[src/rtl/fir_output_decimator.sv]
`default_nettype none
// ============================================================================
// fir_output_decimator : drops FIR warm-up samples, boxcar-averages groups of
// 2^DEC_LOG2 words, rounds/saturates to OUT_W bits, queues in a show-ahead FIFO
// Revision 1.0
// ============================================================================
module fir_output_decimator #(
  parameter int IN_W       = 16,
  parameter int OUT_W      = 8,
  parameter int DEC_LOG2   = 2,
  parameter int SHIFT      = 4,
  parameter int WARMUP     = 11,
  parameter int FIFO_DEPTH = 4
) (
  input  logic                          clock,
  input  logic                          reset,
  input  logic [IN_W-1:0]               sample_in,
  input  logic                          sample_en,
  input  logic                          clear_flags,
  output logic [OUT_W-1:0]              out_data,
  output logic                          out_valid,
  input  logic                          out_ready,
  output logic [$clog2(FIFO_DEPTH):0]   fifo_count,
  output logic                          warm,
  output logic                          overflow,
  output logic                          sat
);

  localparam int c_D     = 1 << DEC_LOG2;
  localparam int c_ACC_W = IN_W + DEC_LOG2;
  localparam int c_SC_W  = c_ACC_W + 1;
  localparam int c_T     = DEC_LOG2 + SHIFT;
  localparam int c_PH_W  = (DEC_LOG2 > 0) ? DEC_LOG2 : 1;
  localparam int c_WU_W  = (WARMUP > 1) ? $clog2(WARMUP) : 1;
  localparam int c_PTR_W = $clog2(FIFO_DEPTH);
  localparam int c_CNT_W = c_PTR_W + 1;

  logic [c_WU_W-1:0]  r_wu_cnt;
  logic               r_warm;
  logic [c_PH_W-1:0]  r_phase;
  logic [c_ACC_W-1:0] r_acc;
  logic [OUT_W-1:0]   r_result;
  logic               r_push;
  logic [OUT_W-1:0]   r_mem [FIFO_DEPTH];
  logic [c_PTR_W-1:0] r_wr_ptr;
  logic [c_PTR_W-1:0] r_rd_ptr;
  logic [c_CNT_W-1:0] r_count;
  logic               r_overflow;
  logic               r_sat;

  logic               w_accept;
  logic               w_done;
  logic [c_ACC_W-1:0] w_sum;
  logic [c_SC_W-1:0]  w_scaled;
  logic               w_sat;
  logic [OUT_W-1:0]   w_result;
  logic               w_empty;
  logic               w_full;
  logic               w_pop;
  logic               w_wr;
  logic               w_drop;

  // The sample that completes warm-up is itself discarded: accumulation keys off the old r_warm.
  assign w_accept = sample_en & r_warm;
  assign w_done   = w_accept & (r_phase == c_PH_W'(c_D - 1));
  assign w_sum    = r_acc + c_ACC_W'(sample_in);

  generate
    if (c_T > 0) begin : g_round
      localparam logic [c_SC_W-1:0] c_HALF = c_SC_W'(1) << (c_T - 1);
      logic [c_SC_W-1:0] w_rounded;
      assign w_rounded = {1'b0, w_sum} + c_HALF;
      assign w_scaled  = w_rounded >> c_T;
    end else begin : g_no_round
      assign w_scaled = {1'b0, w_sum};
    end

    if (c_SC_W > OUT_W) begin : g_clip
      assign w_sat    = |w_scaled[c_SC_W-1:OUT_W];
      assign w_result = w_sat ? '1 : w_scaled[OUT_W-1:0];
    end else begin : g_fit
      assign w_sat    = 1'b0;
      assign w_result = OUT_W'(w_scaled);
    end
  endgenerate

  always_ff @(posedge clock or posedge reset) begin
    if (reset) begin
      r_wu_cnt <= '0;
      r_warm   <= 1'b0;
    end else if (sample_en && !r_warm) begin
      if (r_wu_cnt == c_WU_W'(WARMUP - 1)) r_warm <= 1'b1;
      else                                  r_wu_cnt <= r_wu_cnt + c_WU_W'(1);
    end
  end

  always_ff @(posedge clock or posedge reset) begin
    if (reset) begin
      r_acc    <= '0;
      r_phase  <= '0;
      r_result <= '0;
      r_push   <= 1'b0;
    end else begin
      r_push <= w_done;
      if (w_done) begin
        r_acc    <= '0;
        r_phase  <= '0;
        r_result <= w_result;
      end else if (w_accept) begin
        r_acc    <= w_sum;
        r_phase  <= r_phase + c_PH_W'(1);
      end
    end
  end

  assign w_empty = (r_count == '0);
  assign w_full  = (r_count == c_CNT_W'(FIFO_DEPTH));
  assign w_pop   = ~w_empty & out_ready;
  // A pop frees the slot this same edge, so a full FIFO can still take the push.
  assign w_wr    = r_push & (~w_full | w_pop);
  assign w_drop  = r_push & w_full & ~w_pop;

  always_ff @(posedge clock) begin
    if (w_wr) r_mem[r_wr_ptr] <= r_result;
  end

  always_ff @(posedge clock or posedge reset) begin
    if (reset) begin
      r_wr_ptr <= '0;
      r_rd_ptr <= '0;
      r_count  <= '0;
    end else begin
      if (w_wr)  r_wr_ptr <= r_wr_ptr + c_PTR_W'(1);
      if (w_pop) r_rd_ptr <= r_rd_ptr + c_PTR_W'(1);
      if (w_wr && !w_pop)      r_count <= r_count + c_CNT_W'(1);
      else if (!w_wr && w_pop) r_count <= r_count - c_CNT_W'(1);
    end
  end

  always_ff @(posedge clock or posedge reset) begin
    if (reset) begin
      r_overflow <= 1'b0;
      r_sat      <= 1'b0;
    end else begin
      r_overflow <= (r_overflow & ~clear_flags) | w_drop;
      r_sat      <= (r_sat & ~clear_flags) | (w_done & w_sat);
    end
  end

  assign out_data   = w_empty ? '0 : r_mem[r_rd_ptr];
  assign out_valid  = ~w_empty;
  assign fifo_count = r_count;
  assign warm       = r_warm;
  assign overflow   = r_overflow;
  assign sat        = r_sat;

endmodule
`default_nettype wire

[config.mk]
export PLATFORM = sky130hd
export DESIGN_NAME = fir_output_decimator
export DESIGN_NICKNAME = d
export VERILOG_FILES = /design/src/rtl/fir_output_decimator.sv
export SDC_FILE = /design/constraint.sdc
export NUM_CORES = 1
export LEC_CHECK = 0
export BUFFER_PORTS_ARGS = -buffer_cell sky130_fd_sc_hd__buf_4
export CAP_MARGIN = 30
export CORE_UTILIZATION = 50
export CTS_CLUSTER_SIZE = 16
export DETAILED_ROUTE_END_ITERATION = 12
export GPL_TIMING_DRIVEN = 0
export PLACE_DENSITY = 0.73
export SLEW_MARGIN = 10
export SYNTH_ARGS = -nofsm -noshare
export SYNTH_HDL_FRONTEND = slang
export SYNTH_SLANG_ARGS = --single-unit
[constraint.sdc]
create_clock -name clock -period 6.5 [get_ports clock]
set_input_delay 0.975 -clock clock [delete_from_list [all_inputs] [get_ports clock]]
set_output_delay 0.975 -clock clock [all_outputs]
set_load 0.02 [all_outputs]
==> results.env, run 1 <==
FINAL_INSTANCE_AREA_UM2=4820
CRIT_PATH_END_KIND='flop'
POST_CTS_RESIZED=0
DIE_X_UM=93.4
DPL.HPWL_MM=6.03
ROUTABILITYCONGESTION=0.871
SYNTH_ENABLE_FLOP_CELLS=32
NETS_FINAL=452
FINALSETUPVIOLCOUNT=0
SYN-CELL-AREA_UM2=4180
FMAXACHIEVABLE_GHz=0.219
FINAL_COMMON_CELL='sky130_fd_sc_hd__dfrtp_1'
POST_SYNTH_XOR_AREA_FRACTION_PCT=6.62
DRV_CAP=0
STATUS='finished clean'
PATH_CLK_SLEW_NS=0.09
SYNTHESIS.INSTANCES=357
SYNTH-SEQ-CELLS=75
SETUP.WORST_PATH.CLASS='in -> reg'
GR_USAGE_TOTAL_PCT=20.6
CLOCK_SKEW_NS=0.00493
POST-PLACE-WS_NS=1.54
OVERFLOW_LEFT_AFTER_GLOBAL_ROUTING=0
NUMCLOCKSINKS=75
TNS_NS=0
DRT_FIRST_ITER_VIOLATIONS=104
CTS_ROOT_BUF='sky130_fd_sc_hd__clkbuf_8'
SYNTH.LARGEST_AREA_CELL='sky130_fd_sc_hd__dfrtp_1'
CORE_AR_UM2=7890
SYN_AVG_CELL_AREA_UM2=11.7
MAIN_COMBINATIONAL_CELL_FAMILY_BY_AREA_AFTER_SYNTHESIS='compound AO/OA/AOI/OAI gates'
ROUTE.DETAILED.WL_PER_INST_UM=15.8
NUMCTSBUFFERS=9
VIAS_PER_CELL=5.77
REPORT.POWER.TOTAL_W=0.00244
FINAL_MIN_PERIOD_OVER_CLOCK_PERIOD_PCT=70.4
FINAL_CELLS=511
ROUTE.VIAS.TOTAL=2949
CRIT_FANOUT=8
ANTENNA_VIOL_NETS_FINAL=0
SYNTH.AREA.TOP_CELLS='sky130_fd_sc_hd__dfrtp_1 26%, sky130_fd_sc_hd__edfxtp_1 23%, sky130_fd_sc_hd__ha_1 7.5%'
POST-ROUTE-MIN-PERIOD_NS=4.58
ANTENNA_FOUND_INITIAL=0
FIRST_GLOBAL_VIAS=2944
ASYNC_RESET_FF_SHARE_PCT=57.3
POWER.STATIC_LEAKAGE_nW=2.01
CTS.REPAIR_TIMING.SETUP_BUFFER_COUNT=0
SYN_NETS=405
DRT_PASS1_ITERATIONS=5
SYNTHDISTINCTLIBCELLS=61
POST-SYNTH-TOP-AREA-FRACTION_PCT=25.8
CTS_MAX_PATH_BUFFERS=2
SYNTH.YOSYS.SEQ_AREA_SHARE_PCT=48.8
YOSYS_WARNINGS=0
ROW_COUNT=32
DIEAREA_UM2=8730
DPL.CELL_COUNT=495
WORST_SLACK_NS=1.92
MAXSLEWHEADROOM_PCT=47.1
DIE_Y_EXTENT_UM=93.4
GRT_START_MAX_NET_PINS=25
POSTPLACECELLAREA_UM2=4600
START_UTIL_PCT=53.0
DRT_DRC_VIOLATIONS_LEFT=0
GRT_SETUP_UNREPAIRED='false'
SYNTH.AREA.MUX_SHARE_PCT=5.84
POST_ROUTE_CELLS_DRIVE_ABOVE_1_SHARE_PCT=21.5
IO_BUFFER_COUNT=35
HOLD_CLASS='reg -> reg'
WORST_SETUP_PATH_START_KIND='input port'
DRV_SLEW=0
CTS-HOLD-FIX-BUFFERS=0
FINAL_CELL_MIX='43 x sky130_fd_sc_hd__dfrtp_1, 37 x sky130_fd_sc_hd__buf_4, 32 x sky130_fd_sc_hd__nand2_1, 32 x sky130_fd_sc_hd__edfxtp_1, 25 x sky130_fd_sc_hd__ha_1'
IO_PINS=36
SYNTH-COMPOUND-AREA-SHARE_PCT=15.5
TRITONCTS='built'
WORST_PATH_ARRIVAL_TIME_NS=4.82
LEAST_MARGIN_PIN_SLEW_NS=0.793
POSTROUTEWIRELENGTH_MM=8.10
FINAL_COUNT_OF_HOLD_TIMING_VIOLATIONS=0
IR_WORST_VDD_V=0.000219
SYNTHESIZED_AREA_FRACTION_OCCUPIED_BY_ADDER_CELLS_PCT=8.45
SYNTH_FLOP_CELL='sky130_fd_sc_hd__dfrtp_1'
GRT_PASS1_WL_MM=13.7
WORST-ENDPOINT-REQUIRED_NS=6.74
HTREEDEPTH=3
INSERTION_DELAY_NS=0.35
DIODES=0
POWER_DENSITY_nW_PER_UM2=505
FLOW.AREA_GROWTH_FROM_SYNTHESIS_PCT=15.5
SYNTH_SIMPLE_GATE_AREA_SHARE_PCT=12.0
[cells by family (layout without fill, tap and decap cells)]
family                   after synthesis  in the layout
flip-flops                            75             75
XOR/XNOR                              29             29
AO/OA/AOI/OAI                         91             91
adder cells (fa/ha/maj)               27             27
multiplexers                          14             14
buffers and inverters                 26             78
AND/OR/NAND/NOR                       95             95
[critical path: stages]
cell and delay [ns]:
sky130_fd_sc_hd__buf_4 0.11, sky130_fd_sc_hd__ha_1 0.23, sky130_fd_sc_hd__fa_1 0.47, sky130_fd_sc_hd__a211oi_2 0.37, sky130_fd_sc_hd__o21ai_2 0.16, sky130_fd_sc_hd__a221oi_1 0.33
sky130_fd_sc_hd__xor2_1 0.20, sky130_fd_sc_hd__or4_4 0.59, sky130_fd_sc_hd__or3_1 0.34, sky130_fd_sc_hd__or3_1 0.37, sky130_fd_sc_hd__a221o_2 0.45, sky130_fd_sc_hd__o22a_1 0.22
[sequential cells by signal (all words and copies together) (netlist names)]
signal,cells
r_push,1
fifo_count,3
r_acc,18
sat,1
r_mem,32
overflow,1
r_wu_cnt,4
warm,1
r_rd_ptr,2
r_wr_ptr,2
r_result,8
r_phase,2
[synth_stat cells, drive strengths merged (3+ instances only)]
cell type   n
dfrtp      43
edfxtp     32
nand2      32
ha         25
o21ai      23
a21oi      18
xnor2      16
nor2       13
xor2       13
and2       12
clkbuf     12
a21o       10
inv         8
mux4        8
nand3       8
o22a        8
nand4       7
a22o        6
a31oi       5
buf         5
nor3        5
o211ai      4
or3         4
mux2        3
mux2i       3
nand2b      3
nor4b       3
o2111ai     3
[power breakdown]
part / internal [W] / switching [W] / total (W)
clock network: 0.000223 / 0.000194 / 0.000417
logic: 0.000553 / 0.000699 / 0.00125
registers: 0.000660 / 0.000107 / 0.000767
[layer usage]
layer | track usage, % | vias up | wire (µm) | share of wire (%)
li1 | - | 1432 | - | -
met1 | 24.5 | 1413 | 3480 | 43
met2 | 36.5 | 86 | 4150 | 51
met3 | 4.39 | 18 | 314 | 3.9
met4 | 7.69 | 0 | 149 | 1.8
met5 | 0 | - | 0 | 0
[final cells by class]
| class | instances | area [µm²] |
|---|---|---|
| buffer | 17 | 82.6 |
| fill | 641 | 3060 |
| tap | 102 | 128 |
| multi-input combinational | 256 | 2020 |
| inverter | 9 | 33.8 |
| timing repair buffer | 36 | 290 |
| clock buffer | 9 | 124 |
| sequential | 75 | 2040 |
| clock inverter | 7 | 105 |
[worst paths after layout]
check / start / cells after the start / slack [ns] / endpoint
setup / recovery: sample_in[0] / 12 / 1.92 / r_result[4]
hold / removal: r_acc[7] / 2 / 0.50 / r_acc[7]
setup reg to reg: r_acc[0] / 11 / 2.27 / r_result[4]
hold reg to reg: r_acc[7] / 2 / 0.50 / r_acc[7]
max in group asynchronous: reset / 3 / 5.39 / r_acc[5]
min in group asynchronous: reset / 2 / 0.63 / r_push
[stage by stage]
stage / hold slack (ns) / utilization (%)
final: 0.500 / 61.2
after global routing: 0.521 / 61.2
after CTS: 0.503 / 61.2
after detailed placement: 0.484 / 58.3
after global placement: 0.469 / 57.9
after floorplan: 0.454 / -
(Power assumes the default switching activity.)
==> run 2: changes to the inputs <==
--- a/config.mk
+++ b/config.mk
@@ -11,7 +11,7 @@
 export CTS_CLUSTER_SIZE = 16
 export DETAILED_ROUTE_END_ITERATION = 12
 export GPL_TIMING_DRIVEN = 0
-export PLACE_DENSITY = 0.73
+export PLACE_DENSITY = 0.75
 export SLEW_MARGIN = 10
 export SYNTH_ARGS = -nofsm -noshare
 export SYNTH_HDL_FRONTEND = slang
==> constraint.sdc (replaced) <==
create_clock -name clock -period 3.8 [get_ports clock]
set_input_delay 0.57 -clock clock [delete_from_list [all_inputs] [get_ports clock]]
set_output_delay 0.57 -clock clock [all_outputs]
set_load 0.02 [all_outputs]
==> results.env, run 2 (synthesized netlist as in run 1, its figures left out) <==
MAX_FLOP_REGISTER='r_mem'
CTS_ROOT_BUF='sky130_fd_sc_hd__clkbuf_8'
CORE_AR_UM2=7890
LARGEST_REGISTER_FFS=32
PATH_CLK_SLEW_NS=0.09
DRT_PASS1_ITERATIONS=6
DRT_DRC_VIOLATIONS_LEFT=0
FINAL_COMMON_CELL='sky130_fd_sc_hd__buf_4'
FLOW.AREA_GROWTH_FROM_SYNTHESIS_PCT=18.6
FIRST_GLOBAL_VIAS=3035
ANTENNA_VIOL_NETS_FINAL=0
FINAL_COUNT_OF_HOLD_TIMING_VIOLATIONS=0
DPL.HPWL_MM=5.91
DRT_FIRST_ITER_VIOLATIONS=103
GRT_START_MAX_NET_PINS=38
DIE_Y_EXTENT_UM=93.4
POSTROUTEWIRELENGTH_MM=8.27
IO_PINS=36
WORST_SLACK_NS=-0.0236
HOLD_CLASS='in -> async'
FAILING_CHECKS='setup timing'
OVERFLOW_LEFT_AFTER_GLOBAL_ROUTING=0
NETS_FINAL=461
WORST-ENDPOINT-REQUIRED_NS=4.04
SETUP.WORST_PATH.CLASS='reg -> reg'
POWER.STATIC_LEAKAGE_nW=2.05
ANTENNA_FOUND_INITIAL=0
CRIT_PATH_END_KIND='flop'
CRIT_FANOUT=8
POWER_DENSITY_nW_PER_UM2=869
POST-PLACE-WS_NS=-0.407
CTS-HOLD-FIX-BUFFERS=0
LAYOUT.FILLER_CELLS=624
MAXSLEWHEADROOM_PCT=50.0
DRV_CAP=0
ROUTABILITYCONGESTION=0.884
GR_USAGE_TOTAL_PCT=21.0
DIEAREA_UM2=8730
FINAL_INSTANCE_AREA_UM2=4950
POSTPLACECELLAREA_UM2=4610
SETUP.WORST_PATH.START='r_acc[0]'
FINAL_CELL_MIX='46 x sky130_fd_sc_hd__buf_4, 43 x sky130_fd_sc_hd__dfrtp_1, 32 x sky130_fd_sc_hd__nand2_1, 32 x sky130_fd_sc_hd__edfxtp_1, 24 x sky130_fd_sc_hd__ha_1'
ROW_COUNT=32
FINAL_MIN_PERIOD_OVER_CLOCK_PERIOD_PCT=101
VIAS_PER_CELL=5.68
CLOCK_SKEW_NS=0.0134
DPL.CELL_COUNT=495
NUMCTSBUFFERS=9
FINAL_CELLS=520
NUMCLOCKSINKS=75
INSERTION_DELAY_NS=0.36
TOP_REGS='r_mem x32, r_acc x18, r_result x8'
GRT_SETUP_UNREPAIRED='true'
TIMING.RR.START='r_acc[0]'
HTREEDEPTH=3
IR_WORST_VDD_V=0.000400
CPPEAKSTAGEDELAY_NS=0.55
WORST_PATH_ARRIVAL_TIME_NS=4.06
CTS_MAX_PATH_BUFFERS=2
FINISH.UTILIZATION_PCT=62.8
ROUTE.VIAS.TOTAL=2952
DIODES=0
WORST_SETUP_PATH_START_KIND='flop'
START_UTIL_PCT=53.0
GRT_PASS1_WL_MM=13.9
WORST_PATH_MAX_DELAY_CELL='sky130_fd_sc_hd__or4_4'
DIE_X_UM=93.4
POST_ROUTE_CELLS_DRIVE_ABOVE_1_SHARE_PCT=25.6
FINALSETUPVIOLCOUNT=2
FMAXACHIEVABLE_GHz=0.262
IO_BUFFER_COUNT=35
DRV_SLEW=0
STATUS='finished, violations left'
CRIT_PATH_CELL_TRACE='ha_4 -> fa_2 -> a211oi_4 -> o21ai_4 -> a221oi_2 -> xor2_2 -> or4_4 -> or3_4 -> or3_4 -> a221o_2 -> o22a_1'
LIBRARY_CELL_APPEARING_MOST_OFTEN_ON_THE_CRITICAL_PATH='sky130_fd_sc_hd__or3_4'
TRITONCTS='built'
POST-ROUTE-MIN-PERIOD_NS=3.82
FIN_HOLD_WS_NS=0.104
ROUTE.DETAILED.WL_PER_INST_UM=15.9
LEAST_MARGIN_PIN_SLEW_NS=0.750
-- run 2: cell count changes in the layout (fill, tap and decap cells not counted), sizes merged --
cell and delta:
clkinv +2, inv -2, buf +9
-- run 2: worst paths after layout --
kind | end | slack (ns) | depth (start not counted)
hold / removal | r_rd_ptr[0] | 0.10 | 2
hold reg to reg | r_acc[10] | 0.49 | 2
setup / recovery | r_result[5] | -0.02 | 11
max in group asynchronous | warm | 3.26 | 3
min in group clock | warm | 0.44 | 2
setup reg to reg | r_result[5] | -0.02 | 11
-- run 2: timing repair --
item | in CTS | in global routing
buffers inserted | 7 | 2
pin swaps | 3 | 0
resized for setup | 4 | 5
endpoints found under the setup margin | 8 | 8
cloned | 0 | 0
-- run 2: where the power goes --
part / switching (W) / internal [W]
sequential: 0.000188 / 0.00113
clock: 0.000322 / 0.000374
combinational: 0.00126 / 0.00103
-- run 2: stage by stage --
stage / total power (W) / setup TNS, ns
final: 0.00430 / -0.0276
after global routing: 0.00462 / -0.589
after CTS: 0.00427 / -0.0313
after detailed placement: 0.00348 / -3.15
after floorplan: 0.00294 / 0
after global placement: 0.00341 / -2.91
-- run 2: final cells by class --
cell class | count | area [µm²] | area share, %
buffer | 17 | 82.6 | 1.67
inverter | 9 | 33.8 | 0.682
sequential | 75 | 2040 | 41.1
timing repair buffer | 45 | 350 | 7.07
multi-input combinational | 256 | 2100 | 42.4
clock inverter | 7 | 98.8 | 2.00
clock buffer | 9 | 124 | 2.50
tap | 102 | 128 | 2.58
-- run 2: worst max-delay path, delay by kind of cell (launching register included) --
kind                       cells  cell delay [ns]
AOI/OAI and AO/OA              5             1.35
adders and majority gates      2             0.54
DFF                            1             0.41
and+or+nand+nor                3             1.26
xor gates and xnor gates       1             0.14
-- run 2: layer usage --
| layer | routed length [µm] | global-route usage [%] |
|---|---|---|
| met5 | 0 | 0 |
| met3 | 304 | 3.82 |
| met4 | 130 | 7.69 |
| met1 | 3620 | 25.3 |
| met2 | 4210 | 37.4 |
==> run 3: changes to the inputs <==
--- a/config.mk
+++ b/config.mk
@@ -8,9 +8,11 @@
 export BUFFER_PORTS_ARGS = -buffer_cell sky130_fd_sc_hd__buf_4
 export CAP_MARGIN = 30
 export CORE_UTILIZATION = 50
+export CTS_BUF_LIST = sky130_fd_sc_hd__clkbuf_16
 export CTS_CLUSTER_SIZE = 16
 export DETAILED_ROUTE_END_ITERATION = 12
 export GPL_TIMING_DRIVEN = 0
+export MAX_ROUTING_LAYER = met4
 export PLACE_DENSITY = 0.75
 export SLEW_MARGIN = 10
 export SYNTH_ARGS = -nofsm -noshare
==> results.env, run 3 (synthesized netlist as in run 1, its figures left out) <==
STATUS='finished, violations left'
FAILING_CHECKS='setup timing'
FIN_HOLD_WS_NS=0.292
GR_USAGE_TOTAL_PCT=21.8
WORST_PATH_MAX_DELAY_CELL='sky130_fd_sc_hd__or4_4'
MAXSLEWHEADROOM_PCT=47.1
IO_BUFFER_COUNT=35
FMAXACHIEVABLE_GHz=0.261
CTS_ROOT_BUF='sky130_fd_sc_hd__clkbuf_16'
INSERTION_DELAY_NS=0.33
IO_PINS=36
LARGEST_REGISTER_FFS=32
ROUTABILITYCONGESTION=0.895
ROUTE.LAYER.MET1.WL_MM=3.66
ROUTE.VIAS.TOTAL=2956
DPL.HPWL_MM=6.06
FINAL_COMMON_CELL='sky130_fd_sc_hd__buf_4'
TIMING.RR.START='r_acc[0]'
CTS_MAX_PATH_BUFFERS=2
DIEAREA_UM2=8730
DIODES=0
DPL.CELL_COUNT=495
SETUP.WORST_PATH.CLASS='reg -> reg'
HOLD_CLASS='in -> async'
NUMCLOCKSINKS=75
FINAL_MIN_PERIOD_OVER_CLOCK_PERIOD_PCT=101
CLOCK_SKEW_NS=0.00636
DR.MAX_LAYER_USED='met4'
VIAS_PER_CELL=5.67
GRT_PASS1_WL_MM=13.9
FINAL_COUNT_OF_HOLD_TIMING_VIOLATIONS=0
SETUP.WORST_PATH.START='r_acc[0]'
DRT_FIRST_ITER_VIOLATIONS=93
LIBRARY_CELL_APPEARING_MOST_OFTEN_ON_THE_CRITICAL_PATH='sky130_fd_sc_hd__or3_4'
CRIT_PATH_END_KIND='flop'
CPLARGESTDELAYFAMILY='compound AO/OA/AOI/OAI gates'
CRIT_PATH_CELL_TRACE='ha_4 -> fa_2 -> a211oi_4 -> o21ai_4 -> a221oi_4 -> xor2_2 -> or4_4 -> or3_4 -> or3_4 -> a221o_2 -> o22a_1'
NETS_FINAL=462
CRITICAL_PATH.N_BUFFERS_INVERTERS=0
START_UTIL_PCT=53.0
HTREEDEPTH=3
DETAILROUTE.WIRELENGTH.MET2_MM=4.31
POSTPLACECELLAREA_UM2=4620
FINAL_CELL_MIX='47 x sky130_fd_sc_hd__buf_4, 43 x sky130_fd_sc_hd__dfrtp_1, 32 x sky130_fd_sc_hd__nand2_1, 32 x sky130_fd_sc_hd__edfxtp_1, 24 x sky130_fd_sc_hd__ha_1'
DRT_PASS1_ITERATIONS=4
DRT_DRC_VIOLATIONS_LEFT=0
ANTENNA_FOUND_INITIAL=0
TOP_REGS='r_mem x32, r_acc x18, r_result x8'
DIE_Y_EXTENT_UM=93.4
MAX_FLOP_REGISTER='r_mem'
CRIT_FANOUT=8
OVERFLOW_LEFT_AFTER_GLOBAL_ROUTING=0
ROW_COUNT=32
POWER.STATIC_LEAKAGE_nW=2.11
CPPEAKSTAGEDELAY_NS=0.55
IR_WORST_VDD_V=0.000439
LAYOUT.FILLER_CELLS=616
WORST_SETUP_PATH_START_KIND='flop'
DIE_X_UM=93.4
WORST-ENDPOINT-REQUIRED_NS=4.01
DRV_SLEW=0
GRT_SETUP_UNREPAIRED='true'
POWER_DENSITY_nW_PER_UM2=897
CTS-HOLD-FIX-BUFFERS=0
CORE_AR_UM2=7890
POST_ROUTE_CELLS_DRIVE_ABOVE_1_SHARE_PCT=25.8
LEAST_MARGIN_PIN_SLEW_NS=0.793
FLOW.AREA_GROWTH_FROM_SYNTHESIS_PCT=21.9
ANTENNA_VIOL_NETS_FINAL=0
ROUTE.DETAILED.WL_PER_INST_UM=16.0
PATH_CLK_SLEW_NS=0.06
NUMCTSBUFFERS=9
FINAL_INSTANCE_AREA_UM2=5090
POSTROUTEWIRELENGTH_MM=8.35
TNS_NS=-0.185
WORST_PATH_ARRIVAL_TIME_NS=4.04
TRITONCTS='built'
GRT_START_MAX_NET_PINS=24
REPORT.POWER.TOTAL_W=0.00457
FINAL_CELLS=521
FIRST_GLOBAL_VIAS=2865
POST-ROUTE-MIN-PERIOD_NS=3.83
WORST_SLACK_NS=-0.0300
ROUTED-WL-MET3_UM=295
DRV_CAP=0
FINALSETUPVIOLCOUNT=8
[run 3: area by class of cell]
class / count / area, µm² / area share, %
Multi-Input combinational cell: 256 / 2120 / 41.7
Sequential cell: 75 / 2040 / 40.0
Tap cell: 102 / 128 / 2.51
Buffer: 17 / 82.6 / 1.62
Clock buffer: 9 / 225 / 4.42
Clock inverter: 7 / 98.8 / 1.94
Inverter: 9 / 33.8 / 0.663
Timing Repair Buffer: 46 / 365 / 7.17
[run 3: metrics by stage]
step / util, % / setup WS [ns]
3_3_place_gp: 58.2 / -0.369
6_report: 64.6 / -0.0300
5_1_grt: 64.6 / -0.160
2_1_floorplan: - / 0.00313
3_5_place_dp: 58.5 / -0.410
4_1_cts: 63.6 / -0.0174
[run 3: final timing paths]
check / endpoint / slack, ns / cells after the start
hold reg to reg: r_acc[3] / 0.49 / 2
setup / recovery: r_result[1] / -0.03 / 11
max in group asynchronous: r_acc[11] / 3.01 / 3
hold / removal: fifo_count[1] / 0.29 / 2
min in group clock: warm / 0.46 / 2
setup reg to reg: r_result[1] / -0.03 / 11
[run 3: repair_timing]
| item | CTS | global route |
|---|---|---|
| setup buffers | 6 | 4 |
| endpoints found under the setup margin | 8 | 8 |
| gates cloned | 0 | 0 |
| gates resized for setup | 5 | 6 |
| pin swaps | 2 | 7 |
[run 3: where the power goes]
part,total (W),leakage [nW],internal [W],switching (W)
Clock,0.000920,0.156,0.000579,0.000340
Sequential,0.00132,0.810,0.00113,0.000186
Combinational,0.00233,1.14,0.00106,0.00127
[run 3: metal layers]
layer  up-vias  global-route usage (%)
met5         -                       -
met4         0                    6.92
met3         8                    5.53
met2        65                    36.7
met1      1441                    25.8
li1       1442                       -
